$ cat config.mk
export PLATFORM = sky130hd
export DESIGN_NAME = uart_rx_framed
export DESIGN_NICKNAME = d
export VERILOG_FILES = /design/src/rtl/uart_rx_framed.sv
export SDC_FILE = /design/constraint.sdc
export NUM_CORES = 1
export LEC_CHECK = 0
export ABC_AREA = 0
export CAP_MARGIN = 20
export CELL_PAD_IN_SITES_DETAIL_PLACEMENT = 1
export CELL_PAD_IN_SITES_GLOBAL_PLACEMENT = 1
export CORE_MARGIN = 10
export CORE_UTILIZATION = 41
export CTS_CLUSTER_SIZE = 24
export DETAILED_ROUTE_END_ITERATION = 7
export GPL_TIMING_DRIVEN = 0
export PLACE_DENSITY = 0.82
export RECOVER_POWER = 25
export SLEW_MARGIN = 40
export SYNTH_ARGS = -nofsm -noshare
export SYNTH_HDL_FRONTEND = slang
export SYNTH_SLANG_ARGS = --single-unit
$ cat constraint.sdc
create_clock -name clk -period 1.9 [get_ports clk]
set_input_delay 0.57 -clock clk [delete_from_list [all_inputs] [get_ports clk]]
set_output_delay 0.57 -clock clk [all_outputs]
set_load 0.01 [all_outputs]
$ cat src/rtl/uart_rx_framed.sv
// rtl/uart_rx_framed.sv - oversampled UART receiver, majority vote, valid/ready output; define UART_RX_PARITY_EN to add a parity bit
module uart_rx_framed #(
    parameter int DATA_BITS    = 8,
    parameter int STOP_BITS    = 1,
    parameter int OVERSAMPLING = 16,
    parameter int PARITY_ODD   = 0
) (
    input  logic                 clk,
    input  logic                 n_rst,
    input  logic                 rx,
    input  logic                 ready_in,
    output logic                 valid_out,
    output logic [DATA_BITS-1:0] data_out,
    output logic                 frame_err,
    output logic                 parity_err,
    output logic                 overrun,
    output logic                 busy
);

    localparam int H     = OVERSAMPLING / 2;
    localparam int CNT_W = $clog2(OVERSAMPLING);
    localparam int BIT_W = $clog2(DATA_BITS);

    // Reject illegal frame formats at elaboration time.
    if (DATA_BITS < 5 || DATA_BITS > 9 || (STOP_BITS != 1 && STOP_BITS != 2) ||
        OVERSAMPLING < 8 || (OVERSAMPLING % 2) != 0 ||
        PARITY_ODD < 0 || PARITY_ODD > 1) begin : g_bad_params
        $error("uart_rx_framed: illegal parameter combination");
    end

    typedef enum logic [2:0] {
        IDLE,
        START,
        DATA,
        PARITY,
        STOP
    } state_t;

    state_t               state;
    state_t               state_next;
    logic                 rx_meta;
    logic                 rxs;
    logic [CNT_W-1:0]     cnt;
    logic [BIT_W-1:0]     bit_cnt;
    logic                 stop_cnt;
    logic                 s_a;
    logic                 s_b;
    logic [DATA_BITS-1:0] shreg;
    logic                 ferr_acc;
    logic                 sample_tick;
    logic                 vote;
    logic                 last_data;
    logic                 last_stop;
    logic                 frame_done;
`ifdef UART_RX_PARITY_EN
    logic                 par_bit;
`endif

    assign busy = (state != IDLE);

    // Two-flop synchroniser; idles high so reset does not look like a start bit.
    always_ff @(posedge clk) begin
        if (!n_rst) begin
            rx_meta <= 1'b1;
            rxs     <= 1'b1;
        end else begin
            rx_meta <= rx;
            rxs     <= rx_meta;
        end
    end

    // State register.
    always_ff @(posedge clk) begin
        if (!n_rst) begin
            state <= IDLE;
        end else begin
            state <= state_next;
        end
    end

    // Next-state logic; decisions happen at cnt = H+1 using the two stored samples plus the live one.
    always_comb begin
        state_next  = state;
        frame_done  = 1'b0;
        sample_tick = (state != IDLE) && (cnt == CNT_W'(H + 1));
        vote        = (s_a & s_b) | (s_a & rxs) | (s_b & rxs);
        last_data   = (bit_cnt == BIT_W'(DATA_BITS - 1));
        last_stop   = (STOP_BITS == 1) ? 1'b1 : stop_cnt;
        case (state)
            IDLE: begin
                if (!rxs) begin
                    state_next = START;
                end
            end
            START: begin
                if (sample_tick) begin
                    state_next = vote ? IDLE : DATA;
                end
            end
            DATA: begin
                if (sample_tick && last_data) begin
`ifdef UART_RX_PARITY_EN
                    state_next = PARITY;
`else
                    state_next = STOP;
`endif
                end
            end
            PARITY: begin
                if (sample_tick) begin
                    state_next = STOP;
                end
            end
            STOP: begin
                if (sample_tick && last_stop) begin
                    state_next = IDLE;
                    frame_done = 1'b1;
                end
            end
            default: state_next = IDLE;
        endcase
    end

    // Sample counter, vote samples, bit shifting and per-frame error accumulation.
    always_ff @(posedge clk) begin
        if (!n_rst) begin
            cnt      <= '0;
            bit_cnt  <= '0;
            stop_cnt <= 1'b0;
            s_a      <= 1'b1;
            s_b      <= 1'b1;
            shreg    <= '0;
            ferr_acc <= 1'b0;
`ifdef UART_RX_PARITY_EN
            par_bit  <= 1'b0;
`endif
        end else begin
            if (state_next == IDLE) begin
                cnt <= '0;
            end else if (cnt == CNT_W'(OVERSAMPLING - 1)) begin
                cnt <= '0;
            end else begin
                cnt <= cnt + 1'b1;
            end

            if (state != IDLE && cnt == CNT_W'(H - 1)) begin
                s_a <= rxs;
            end
            if (state != IDLE && cnt == CNT_W'(H)) begin
                s_b <= rxs;
            end

            if (state == IDLE && !rxs) begin
                bit_cnt  <= '0;
                stop_cnt <= 1'b0;
                ferr_acc <= 1'b0;
            end

            if (sample_tick) begin
                case (state)
                    DATA: begin
                        shreg   <= {vote, shreg[DATA_BITS-1:1]};
                        bit_cnt <= bit_cnt + 1'b1;
                    end
`ifdef UART_RX_PARITY_EN
                    PARITY: par_bit <= vote;
`endif
                    STOP: begin
                        stop_cnt <= 1'b1;
                        if (!vote) begin
                            ferr_acc <= 1'b1;
                        end
                    end
                    default: ;
                endcase
            end
        end
    end

    // Output register: load on completion when free or being drained, otherwise drop and flag overrun.
    always_ff @(posedge clk) begin
        if (!n_rst) begin
            valid_out  <= 1'b0;
            data_out   <= '0;
            frame_err  <= 1'b0;
            parity_err <= 1'b0;
            overrun    <= 1'b0;
        end else begin
            overrun <= 1'b0;
            if (frame_done) begin
                if (!valid_out || ready_in) begin
                    valid_out <= 1'b1;
                    data_out  <= shreg;
                    frame_err <= ferr_acc | ~vote;
`ifdef UART_RX_PARITY_EN
                    parity_err <= (^shreg) ^ par_bit ^ PARITY_ODD[0];
`else
                    parity_err <= 1'b0;
`endif
                end else begin
                    overrun <= 1'b1;
                end
            end else if (valid_out && ready_in) begin
                valid_out <= 1'b0;
            end
        end
    end

endmodule

==> results of run 1 <==
flip-flops by register name (all words and copies together) (netlist names), 3 cells and up:
signal,flops
cnt,4
data_out,8
state,3
shreg,8
bit_cnt,3
placed cells by master, fill, tap and decap left out, types with 2 or more instances in the layout:
| master | instances |
|---|---|
| dfxtp_1 | 33 |
| a21oi_1 | 21 |
| clkdlybuf4s50_1 | 14 |
| o21ai_0 | 12 |
| nand2_1 | 11 |
| clkbuf_1 | 10 |
| nand4_1 | 9 |
| nand3_1 | 9 |
| o31ai_1 | 8 |
| clkbuf_8 | 6 |
| inv_1 | 5 |
| nand2b_1 | 5 |
| ha_1 | 5 |
| nor4_1 | 4 |
| o22ai_1 | 4 |
| buf_4 | 3 |
| nor2b_1 | 3 |
| nand3b_1 | 3 |
| nor3_1 | 3 |
| nor2_1 | 2 |
| clkbuf_2 | 2 |
report_power, final:
part,switching [mW],internal (mW)
logic,0.0359,0.0246
clock network,0.256,0.292
registers,0.00497,0.718
cell families after synthesis:
kind of cell / share of synthesized area, %
and+or+nand+nor: 23.39
adders and majority gates: 4.778
DFF: 44.81
AOI/OAI and AO/OA: 20.51
other: 0.2469
buffers and inverters: 5.684
xor gates and xnor gates: 0.5767
cell type report:
class	count	area share, %
Multi-Input combinational cell	119	41.61
Sequential cell	34	37.18
Timing Repair Buffer	16	8.322
Clock buffer	7	4.707
Buffer	14	3.411
Tap cell	48	3.274
Inverter	6	1.228
Clock inverter	1	0.2729
per-stage QoR:
step / hold WS [ns] / cell area, um2
after global placement: 0.3900 / 1729
after detailed placement: 0.3972 / 1729
after CTS: 0.4156 / 1837
final: 0.4156 / 1834
after global routing: 0.4260 / 1834
after floorplan: 0.3863 / 1519
layer usage:
layer	vias up	track usage [%]
met5	-	0
met4	0	5.709
met3	7	4.084
met2	21	22.37
met1	651	13.77
li1	684	-
worst max path at each step:
stage,start,to,slack [ns],cells after the start
finish,n_rst,cnt[1],0.10,4
global route,state[0],bit_cnt[2],0.002,5
CTS,state[2],busy,0.004,3
detailed placement,n_rst,cnt[1],-0.19,4
global placement,n_rst,cnt[1],-0.14,4
floorplan,cnt[0],state[2],0.39,4
timing repair:
| item | 4_1_cts | 5_1_grt |
|---|---|---|
| gates resized for setup | 6 | 5 |
| pin swaps | 1 | 1 |
| setup buffers | 1 | 0 |
| endpoints found under the setup margin | 1 | 4 |
==> impl_metrics.csv, run 1 <==
group,metric,value,unit
clocking,htreeDepth,2,
routing,met1_length,1.653,mm
setup_path,crit_type,"input pin to register",
setup_path,cp.required,2.07,ns
min_path,holdPathStages,1,
timing,timing.final.crit_share,94.67,%
yosys,syn_nets,183,
clocking,cts_tree,"yes",
grt,antenna_found_initial,0,
die,num_io_pins,17,
clocking,cts_buffers,5,
place,numPortBuffers,15,
routing,wl,3.877,mm
pwr,finalPower,1.331,mW
setup_path,critical_path.cell_chain,"clkdlybuf4s50_1, inv_1, o41a_1, nor4_1",
yosys,syn-cell-area,1519,um2
yosys,yosysTopAreaCell,"dfxtp_1",
final_layout,final_cells,245,
yosys,synth_common_cells,"dfxtp_1 (34), a21oi_1 (21), o21ai_0 (12)",
yosys,yosysMostFrequentCell,"dfxtp_1",
final_layout,drive_above_1_share,10.66,%
yosys,ys.flop_type,"dfxtp_1",
yosys,netlist_instances,174,
grt,grt_max_degree,12,
pwr,vdd_drop_max,446.1,uV
die,die_w,80.87,um
final_layout,multiInputGateArea,763.2,um2
setup_path,r2r_start,"state[0]",
grt,grt-ovfl-total,0,
place,dp_hpwl,2.867,mm
setup_path,r2r_cells,5,
setup_path,timing.rr.end,"bit_cnt[2]",
grt,grt.total_usage,12.77,%
setup_path,crit_path_end_kind,"register",
pwr,powerDensity,725.6,nW/um2
die,design.die.area,6539,um2
clocking,path_clk_slew,0.06,ns
clocking,cts_sinks,34,
routing,first_iter_violations,84,
place,place_congestion,0.8399,
setup_path,max_stage_delay,0.53,ns
routing,wl_met3,168,um
routing,vias,1363,
timing,setup_viol,0,
final_layout,register_area,681.9,um2
yosys,async_flop_share,0,%
timing,min_period,1.799,ns
yosys,synth.top_cells.by_area,"dfxtp_1 (45%), a21oi_1 (6.9%), ha_1 (4.1%), o21ai_0 (4.0%), o31ai_1 (4.0%)",
timing,max_slew_margin,60.19,%
routing,via_per_inst,5.563,
grt,grt_pass1_wl,6.596,mm
timing,drv_slew,0,
pwr,p_leak,0.6243,nW
min_path,hold_class,"register to register",
yosys,netlist.area_leader.share,44.81,%
grt,grt_pass1_vias,1348,
timing,clock_skew,0.006171,ns
yosys,synth-seq-area-share,44.81,%
routing,dr.pass1.iters,4,
routing,remaining_drc_errors,0,
clocking,clk_latency,0.29,ns
die,initial_core_util,41.80,%
yosys,yosysWarnings,0,
routing,dr_wl_met2,1.996,mm
die,core-area,3633,um2
timing,fmax,0.5559,GHz
final_layout,diodes,0,
final_layout,area_growth,20.76,%
setup_path,r2r_slack,0.14,ns
yosys,synth_edf_count,0,
clocking,postCtsHoldBufs,0,
clocking,clk_path_buf_depth,2,
die,die_h,80.87,um
setup_path,crit_family,"buffers and inverters",
timing,hold_viol_final,0,
place,numPlacedInstances,237,
routing,ant_nets,0,
yosys,synth-seq-cells,34,
routing,routed.top_layer,"met4",
timing,rsz0062_at_grt,"no",
yosys,ys_types,39,
min_path,min_to,"rxs",
routing,wl_per_cell,15.82,um
run_status,status,"finished, final reports clean",
setup_path,arrival,1.97,ns
final_layout,layout.nets,205,
die,rows,22,
yosys,avgSynthCellArea,8.730,um2
final_layout,fillers,452,
setup_path,start_kind,"input pin",
final_layout,utilization,50.48,%
run,max_cap_viol_count,0,
timing,fin_setup_tns,0,ns
setup_path,crit_slowest_cell,"clkdlybuf4s50_1",
setup_path,worstPathMaxFanout,4,
min_path,hp-start,"rx_meta",
clocking,root_buffer,"clkbuf_8",
place,pre_cts_ws,-0.1887,ns
timing,tightest_slew,0.5945,ns
setup_path,cp_num_buf_inv,2,
timing,worst_slack,0.1012,ns
No activity file was read; power rests on OpenSTA's default activity.
==> inputs of run 2 (changes only) <==
Settings changed: CORE_UTILIZATION 41 to 43, CTS_BUF_LIST set to sky130_fd_sc_hd__clkbuf_2 sky130_fd_sc_hd__clkbuf_4 sky130_fd_sc_hd__clkbuf_8, PLACE_DENSITY 0.82 to 0.85.
==> run 2 against run 1 <==
  * Die area fell by 3.5%
  * Fmax is 0.38% lower
  * Global-route usage grew 0.77 points
  * Sequential power is essentially flat
  * Worst setup slack worse by 0.0069 ns
  * Non-clock buffer count up 1
  * Clock skew is 0.0015 ns higher
  * Via count grew 0.95%
  * Power increased by 0.51%
  * Critical path depth down 3
==> impl_metrics.csv, run 2 (synthesized netlist as in run 1, its figures left out) <==
group,metric,value,unit
timing,timing.final.crit_share,95.04,%
grt,antenna_found_initial,0,
setup_path,start_kind,"register",
die,design.die.area,6310,um2
min_path,hold_class,"register to register",
clocking,root_buffer,"clkbuf_4",
final_layout,area_growth,20.92,%
die,die_h,79.44,um
timing,drv_slew,0,
clocking,htreeDepth,2,
routing,vias,1376,
final_layout,drive_above_1_share,12.63,%
setup_path,timing.rr.end,"bit_cnt[0]",
timing,fin_setup_tns,0,ns
timing,hold_viol_final,0,
timing,setup_viol,0,
timing,fmax,0.5538,GHz
min_path,holdPathStages,1,
die,core-area,3363,um2
setup_path,max_stage_delay,0.54,ns
routing,wl_per_cell,16.66,um
setup_path,worstPathMaxFanout,3,
routing,ant_nets,0,
routing,dr.pass1.iters,6,
setup_path,critical_path.cell_chain,"clkdlybuf4s50_1",
routing,remaining_drc_errors,0,
setup_path,r2r_slack,0.13,ns
die,rows,21,
setup_path,crit_path_start,"valid_out",
routing,via_per_inst,5.639,
grt,grt_max_degree,12,
grt,grt.total_usage,13.54,%
run,max_cap_viol_count,0,
clocking,path_clk_slew,0.10,ns
die,initial_core_util,45.16,%
clocking,cts_sinks,34,
timing,rsz0062_at_grt,"no",
setup_path,crit_slowest_cell,"clkdlybuf4s50_1",
setup_path,r2r_cells,5,
run_status,status,"finished, final reports clean",
setup_path,arrival,1.24,ns
clocking,cts_tree,"yes",
setup_path,r2r_start,"state[0]",
timing,min_period,1.806,ns
routing,wl,4.064,mm
grt,grt-ovfl-total,0,
timing,clock_skew,0.007684,ns
timing,hold_ws,0.4425,ns
final_layout,final_cell_mix,"dfxtp_1 (31), a21oi_1 (21), clkdlybuf4s50_1 (13)",
setup_path,crit_cells,1,
final_layout,reg.largest.list,"data_out: 8 flops, shreg: 8 flops, cnt: 4 flops",
pwr,vdd_drop_max,523.5,uV
place,post_dp_cell_area,1727,um2
final_layout,fin_area,1837,um2
clocking,clk_latency,0.33,ns
setup_path,cp_num_buf_inv,1,
die,die_w,79.44,um
clocking,clk_path_buf_depth,2,
clocking,cts_buffers,5,
final_layout,diodes,0,
timing,tightest_slew,0.5887,ns
setup_path,crit_type,"register to output port",
clocking,postCtsHoldBufs,0,
die,num_io_pins,17,
place,place_congestion,0.8660,
setup_path,cp.required,1.33,ns
routing,first_iter_violations,85,
pwr,powerDensity,728.4,nW/um2
pwr,finalPower,1.338,mW
grt,grt_pass1_wl,6.879,mm
final_layout,final_common_cell,"dfxtp_1",
pwr,p_leak,0.6305,nW
place,numPortBuffers,15,
place,dp_hpwl,2.974,mm
final_layout,layout.nets,206,
setup_path,crit_path_end,"valid_out",
setup_path,crit_family,"buffers and inverters",
grt,grt_pass1_vias,1395,
setup_path,crit_path_end_kind,"output port",
timing,max_slew_margin,60.58,%
==> run 2: changes by cell type in the layout (fill, tap and decap cells not counted), moves of 2 or more <==
| cell | before | now |
|---|---|---|
| clkbuf_4 | 0 | 7 |
| clkbuf_8 | 6 | 0 |
| dfxtp_1 | 33 | 31 |
| dfxtp_2 | 1 | 3 |
==> run 2: worst min path at each step <==
stage / from / endpoint / slack, ns
after global routing: rx_meta / rxs / 0.48
after global placement: rx_meta / rxs / 0.39
final: rx_meta / rxs / 0.44
after detailed placement: rx_meta / rxs / 0.40
after CTS: rx_meta / rxs / 0.43
after floorplan: rx_meta / rxs / 0.39
==> run 2: layout make-up <==
type / count / area, um2
Tap cell: 46 / 57.56
Timing Repair Buffer: 17 / 160.2
Fill cell: 429 / 1526
Inverter: 6 / 22.52
Clock inverter: 1 / 30.03
Multi-Input combinational cell: 119 / 763.2
Sequential cell: 34 / 684.4
Clock buffer: 7 / 52.55
Buffer: 14 / 66.31
==> run 2: worst register-to-register path, cell delays in order (launching register included) <==
cell,delay [ns]
dfxtp_2,0.34
buf_6,0.14
or3b_2,0.46
clkbuf_1,0.22
o22ai_1,0.32
o22ai_1,0.16
==> run 2: through the flow <==
stage | util (%) | setup WS (ns) | instances
3_5_place_dp | 51.34 | -0.1943 | 235
5_1_grt | 54.61 | 0.007540 | 244
4_1_cts | 54.39 | 0.01970 | 243
6_report | 54.61 | 0.09429 | 244
3_3_place_gp | 51.34 | -0.1054 | 235
2_1_floorplan | - | 0.3902 | 174
==> run 2: report_power, final <==
| part | total, mW | switching [mW] | internal, mW |
|---|---|---|---|
| clock network | 0.550 | 0.243 | 0.308 |
| logic | 0.0650 | 0.0384 | 0.0266 |
| registers | 0.723 | 0.00475 | 0.718 |
==> run 2: repair_timing <==
action / 4_1_cts / 5_1_grt
endpoints found under the hold margin: 0 / 0
setup buffers: 1 / 1
cloned: 0 / 0
gates resized for setup: 9 / 5
pin swaps: 1 / 1
setup endpoints to repair: 1 / 4
==> run 2: metal layers <==
layer / routed length (um) / global-route usage (%) / vias to the layer above
met4: 69 / 5.735 / 0
met5: 0 / 0 / -
met1: 1817 / 15.73 / 658
met2: 1995 / 22.01 / 24
met3: 182 / 4.730 / 9
li1: - / - / 685
